File: src/rtl/shift_register_pkg.sv
`default_nettype none
// ============================================================================
//  Module      : shift_register_pkg
//  Description : Shared types and defaults for the universal shift register.
//  Revision    : 1.0 - initial release
// ============================================================================
package shift_register_pkg;

    // Operation select carried on the 2-bit ctrl port
    typedef enum logic [1:0] {
        OP_HOLD = 2'd0,
        OP_SHL  = 2'd1,
        OP_SHR  = 2'd2,
        OP_LOAD = 2'd3
    } shift_op_e;

    // Default register width
    localparam int SHREG_N_DEFAULT = 8;

endpackage : shift_register_pkg
`default_nettype wire

File: src/rtl/shift_next_state.sv
`default_nettype none
// ============================================================================
//  Module      : shift_next_state
//  Description : Purely combinational next-state function of the universal
//                shift register (hold / shift left / shift right / load).
//  Revision    : 1.0 - initial release
// ============================================================================
module shift_next_state
    import shift_register_pkg::*;
#(
    parameter int N = SHREG_N_DEFAULT
) (
    input  logic [N-1:0] q,
    input  logic [N-1:0] data,
    input  shift_op_e    op,
    output logic [N-1:0] q_next
);

    // Select the next register value; shifts drop the outgoing bit and take
    // the incoming bit from the data edge bit nearest the vacated position
    always_comb begin
        q_next = q;
        case (op)
            OP_HOLD: q_next = q;
            OP_SHL:  q_next = {q[N-2:0], data[0]};
            OP_SHR:  q_next = {data[N-1], q[N-1:1]};
            OP_LOAD: q_next = data;
            default: q_next = q;
        endcase
    end

endmodule : shift_next_state
`default_nettype wire

File: src/rtl/universal_shift_register.sv
`default_nettype none
// ============================================================================
//  Module      : universal_shift_register
//  Description : N-bit universal shift register with registered parallel
//                output. Synchronous active-low reset has priority over ctrl.
//  Revision    : 1.0 - initial release
// ============================================================================
module universal_shift_register
    import shift_register_pkg::*;
#(
    parameter int N = SHREG_N_DEFAULT
) (
    input  logic         clk,
    input  logic         reset,
    input  logic [1:0]   ctrl,
    input  logic [N-1:0] data,
    output logic [N-1:0] q_reg
);

    logic [N-1:0] shreg_q;
    logic [N-1:0] shreg_d;
    logic [N-1:0] w_q_next;
    shift_op_e    w_op;

    // Width below 2 leaves no room for a shift
    if (N < 2) begin : g_bad_width
        $error("universal_shift_register: N must be >= 2");
    end

    // Port carries a plain 2-bit vector; the datapath works on the enum
    assign w_op = shift_op_e'(ctrl);

    shift_next_state #(
        .N (N)
    ) u_next (
        .q      (shreg_q),
        .data   (data),
        .op     (w_op),
        .q_next (w_q_next)
    );

    // Reset mux in front of the register: reset wins over any operation
    always_comb begin
        shreg_d = w_q_next;
        if (!reset) begin
            shreg_d = '0;
        end
    end

    // Single state register; q_reg is taken straight from it
    always_ff @(posedge clk) begin
        shreg_q <= shreg_d;
    end

    assign q_reg = shreg_q;

`ifndef SYNTHESIS
    // Register is cleared after every edge that sees reset low
    a_reset_clears : assert property (@(posedge clk) !reset |=> (q_reg == '0))
        else $error("q_reg not cleared after reset edge");

    // Hold leaves the register untouched
    a_hold_stable : assert property (@(posedge clk)
        (reset && (ctrl == 2'b00)) |=> $stable(q_reg))
        else $error("q_reg changed during hold");
`endif

endmodule : universal_shift_register
`default_nettype wire

File: config.mk
export PLATFORM = sky130hd
export DESIGN_NAME = universal_shift_register
export DESIGN_NICKNAME = d
export VERILOG_FILES = /design/src/rtl/shift_register_pkg.sv /design/src/rtl/shift_next_state.sv /design/src/rtl/universal_shift_register.sv
export SDC_FILE = /design/constraint.sdc
export NUM_CORES = 1
export LEC_CHECK = 0
export ABC_CLOCK_PERIOD_IN_PS = 3000
export BUFFER_PORTS_ARGS = -buffer_cell sky130_fd_sc_hd__buf_4
export CAP_MARGIN = 25
export CORE_AREA = 2 2 39 41
export DETAILED_ROUTE_END_ITERATION = 12
export DIE_AREA = 0 0 41 43
export PLACE_DENSITY_LB_ADDON = 0.08
export SETUP_SLACK_MARGIN = 0.1
export SLEW_MARGIN = 15
export SYNTH_ARGS = -nofsm -noshare
export SYNTH_HDL_FRONTEND = slang
export SYNTH_SLANG_ARGS = --single-unit
File: constraint.sdc
create_clock -name clk -period 3 [get_ports clk]
set_clock_uncertainty 0.15 [all_clocks]
set_input_delay 0.6 -clock clk [delete_from_list [all_inputs] [get_ports clk]]
set_output_delay 0.6 -clock clk [all_outputs]
set_load 0.02 [all_outputs]
**Word-level counts from Yosys, hierarchy flattened**

Cells that the tools add are included.
Widths: inputs -> output; s select.

- Register bits after elaboration: 8
- Input port bits: 12
- Output and inout bits: 8
- Word-level logic and storage cells: 6

- Equal/unequal tests: 3
- Muxes and demuxes: 1
- Reductions and logical operators: 1

Operators with widths:

| operator | count |
|---|---|
| $pmux 8 s3 | 1 |
| $eq 2x2->1 const B | 2 |
| $eq 2x1->1 const B | 1 |
| $logic_not 2->1 | 1 |

**Longest topological paths before layout**

- Depth in word-level cells: 2
- Depth in mapped cells: 4

**Modules after synthesis**

From an unflattened synthesis, not the netlist that was laid out.

- Cell total of the unflattened synthesis: 30
- Area, all modules: 405.4 sq um

Modules (own cells, without submodules):

| module | instances | cells an instance | area an instance (sq um) |
|---|---|---|---|
| universal_shift_register | 1 | 16 | 210.2 |
| shift_next_state | 1 | 14 | 195.2 |

**Worst setup path before layout**

OpenSTA, ideal clock, no wires.

- Path type: input to register
- Start: input ctrl[0]
- End: register shreg_q[7] (netlist: q_reg[7])
- Data arrival time: 1.185 ns
- Required time: 2.734 ns
- Setup slack: 1.549 ns
- Stages: 3
- Cell sequence: buf_6 mux2_4 o211a_1

- Longest elaborated chain between the ends: 2
- Elaborated cells between the ends (all ways): 5

Ends and longest elaborated chain:

| item | line | text |
|---|---|---|
| start: declaration | universal_shift_register.sv:15 | `input logic [1:0] ctrl,` |
| $eq 2x2->1 or $eq 2x1->1 (tied branches) | shift_next_state.sv:23 | `case (op)` |
| $pmux 8 s3 | shift_next_state.sv:23 |  |
| end signal: assignment | universal_shift_register.sv:52 | `shreg_q <= shreg_d;` |
| end: declaration | universal_shift_register.sv:20 | `logic [N-1:0] shreg_q;` |

Several ways; a longest one is shown, not always the timed one.
A chain may end at the register's enable or synchronous reset.

**Worst setup path after layout**

- Start: register shreg_q[6] (netlist: q_reg[6])
- End: output q_reg[6]

RTL lines:

| item | line | text |
|---|---|---|
| end: declaration | universal_shift_register.sv:17 | `output logic [N-1:0] q_reg` |

No word-level cell between the ends.

==> out/qor.yml <==
status: "finished clean"
fin_nets: 70
yosysWarnings: 0
synthSimpleGateAreaFrac_pct: 5.50
synth_mux_area_share_pct: 35.8
initial_core_util_pct: 29.6
fin_crit_ns: 1.54
p_leak_uw: 0.000291
rsz0062_at_grt: "false"
critPathTopFamily: "flip-flops"
antenna_found_initial: 0
ys_types: 9
finalSetupViolCount: 0
grt_max_degree: 16
cts_hold_buf: 0
die_w_microns: 41
syn-cell-area_sq_um: 409
drtAntennaViolNets: 0
power_density_nw_per_um2: 449
cp_max_fo: 4
drt_wl_total_microns: 894
hold_viol: 0
hold_class: "flop to flop"
synthXorXnorAreaFrac_pct: 0
synth_top_family_by_area: "multiplexers"
max_freq_mhz: 651
slew_headroom_pct: 83.5
grt_overflow: 0
synthesis.nets: 48
tightestPinTransition_ns: 0.248
firstDrtPassIters: 2
multi_input_area_sq_um: 226
layout-drive-gt1-share_pct: 42.9
fin_ws_ns: 1.46
cpMaxStageDelayCell: "dfxtp_1"
clk_latency_ns: 0.25
boundaryPins: 20
num-fill-cells: 143
avgSynthCellArea_sq_um: 11.4
ys_seq_area_share_pct: 39.1
start_kind: "flop"
synth_cells: 36
cts_setup_buffers: 0
cts_tree: "yes"
areaGrowthSynthToFinish_pct: 39.8
cts_sinks: 8
cts_htree_levels: 1
critPathMaxStageDelay_ns: 0.38
numPortBuffers: 19
end_kind: "output pin"
vias_per_cell: 4.82
synthAdderAreaFrac_pct: 0
drt_iter0_drc: 1
cts_buffers: 3
path_clk_slew_ns: 0.06
max_cap_violations: 0
coreArea_sq_um: 1380
grt_pass1_vias: 346
period_share_pct: 51.2
wire_per_inst_microns: 12.4
cp_num_buf_inv: 1
antenna_cells: 0
root_buffer: "clkbuf_4"
die-area_sq_um: 1760
drc: 0
core.rowCount: 14
worstSetupPathType: "flop to output pin"
place_congestion: 0.590
ir_worst_vdd_mv: 0.176
die_h_microns: 43
arrival_ns: 0.79
synth_compound_area_share_pct: 14.1
required_ns: 2.25
cts_resized: 0
largest_register_ffs: 8
final.setup.tns_ns: 0
grt_pass1_wl_microns: 1560
seqCellArea_sq_um: 160
clock_path_buffers: 2
slew_viol_final: 0
path_cells: "buf_4"
place_ws_ns: 1.38
vias: 347
grt_usage_pct: 13.0
ys_ff_latch: 8
==> per-stage QoR <==
| step | utilization, % | hold slack, ns | instance area (sq um) | total power [uW] | instances |
|---|---|---|---|---|---|
| 2_1_floorplan | - | 0.485 | 409 | 154 | 36 |
| 3_3_place_gp | 39.7 | 0.411 | 549 | 176 | 69 |
| 3_5_place_dp | 39.7 | 0.411 | 549 | 178 | 69 |
| 6_report | 41.3 | 0.433 | 572 | 257 | 72 |
| 4_1_cts | 41.3 | 0.439 | 572 | 262 | 72 |
| 5_1_grt | 41.3 | 0.460 | 572 | 272 | 72 |
==> synthesized netlist by cell type <==
master	instances	area share [%]
nand2b_1	3	4.6
dfxtp_1	8	39
mux2i_1	12	29
mux2_4	1	3.7
mux2_2	1	2.8
nand2_1	1	0.92
o22ai_1	6	9.2
buf_6	2	5.5
o211a_1	2	4.9
==> layout by cell type (no fill, tap or decap) <==
cell type  netlist  layout
buf_4            0      19
mux2_4           1       1
mux2_2           1       1
mux2i_1         12      12
o211a_1          2       2
o22ai_1          6       6
dfxtp_1          8       8
nand2b_1         3       3
clkbuf_4         0       3
nand2_1          1       1
==> final cells by class <==
cell class              count  area share (%)
multi-input cells          26            39.6
well taps                  16            3.50
clock buffers               3            3.94
flip-flops and latches      8            28.0
repair buffers             19            24.9
==> per-layer routing <==
| metal | track usage (%) | vias up | routed length [microns] |
|---|---|---|---|
| met4 | 6.00 | 0 | 0 |
| met3 | 4.71 | 0 | 66 |
| met2 | 18.4 | 9 | 446 |
| met5 | 0 | - | 0 |
| li1 | - | 177 | - |
| met1 | 16.8 | 161 | 381 |
==> power breakdown <==
part	switching [uW]	total, uW	internal, uW
clock	36.1	81.9	45.8
sequential	5.90	119	113
combinational	25.2	56.2	30.9
==> worst paths after layout <==
check | slack (ns) | startpoint | endpoint | cells after the start
worst max-delay path | 1.46 | q_reg[6] | q_reg[6] | 1
worst max register to register | 1.95 | q_reg[1] | q_reg[0] | 2
worst min-delay path | 0.43 | q_reg[3] | q_reg[2] | 2
worst min register to register | 0.43 | q_reg[3] | q_reg[2] | 2
==> kinds of logic (layout without fill, tap and decap cells) <==
family | after synthesis | in the layout
AO/OA/AOI/OAI | 8 | 8
multiplexers | 14 | 14
flip-flops | 8 | 8
AND/OR/NAND/NOR | 4 | 4
buffers and inverters | 2 | 22
(Power assumes the default switching activity.)
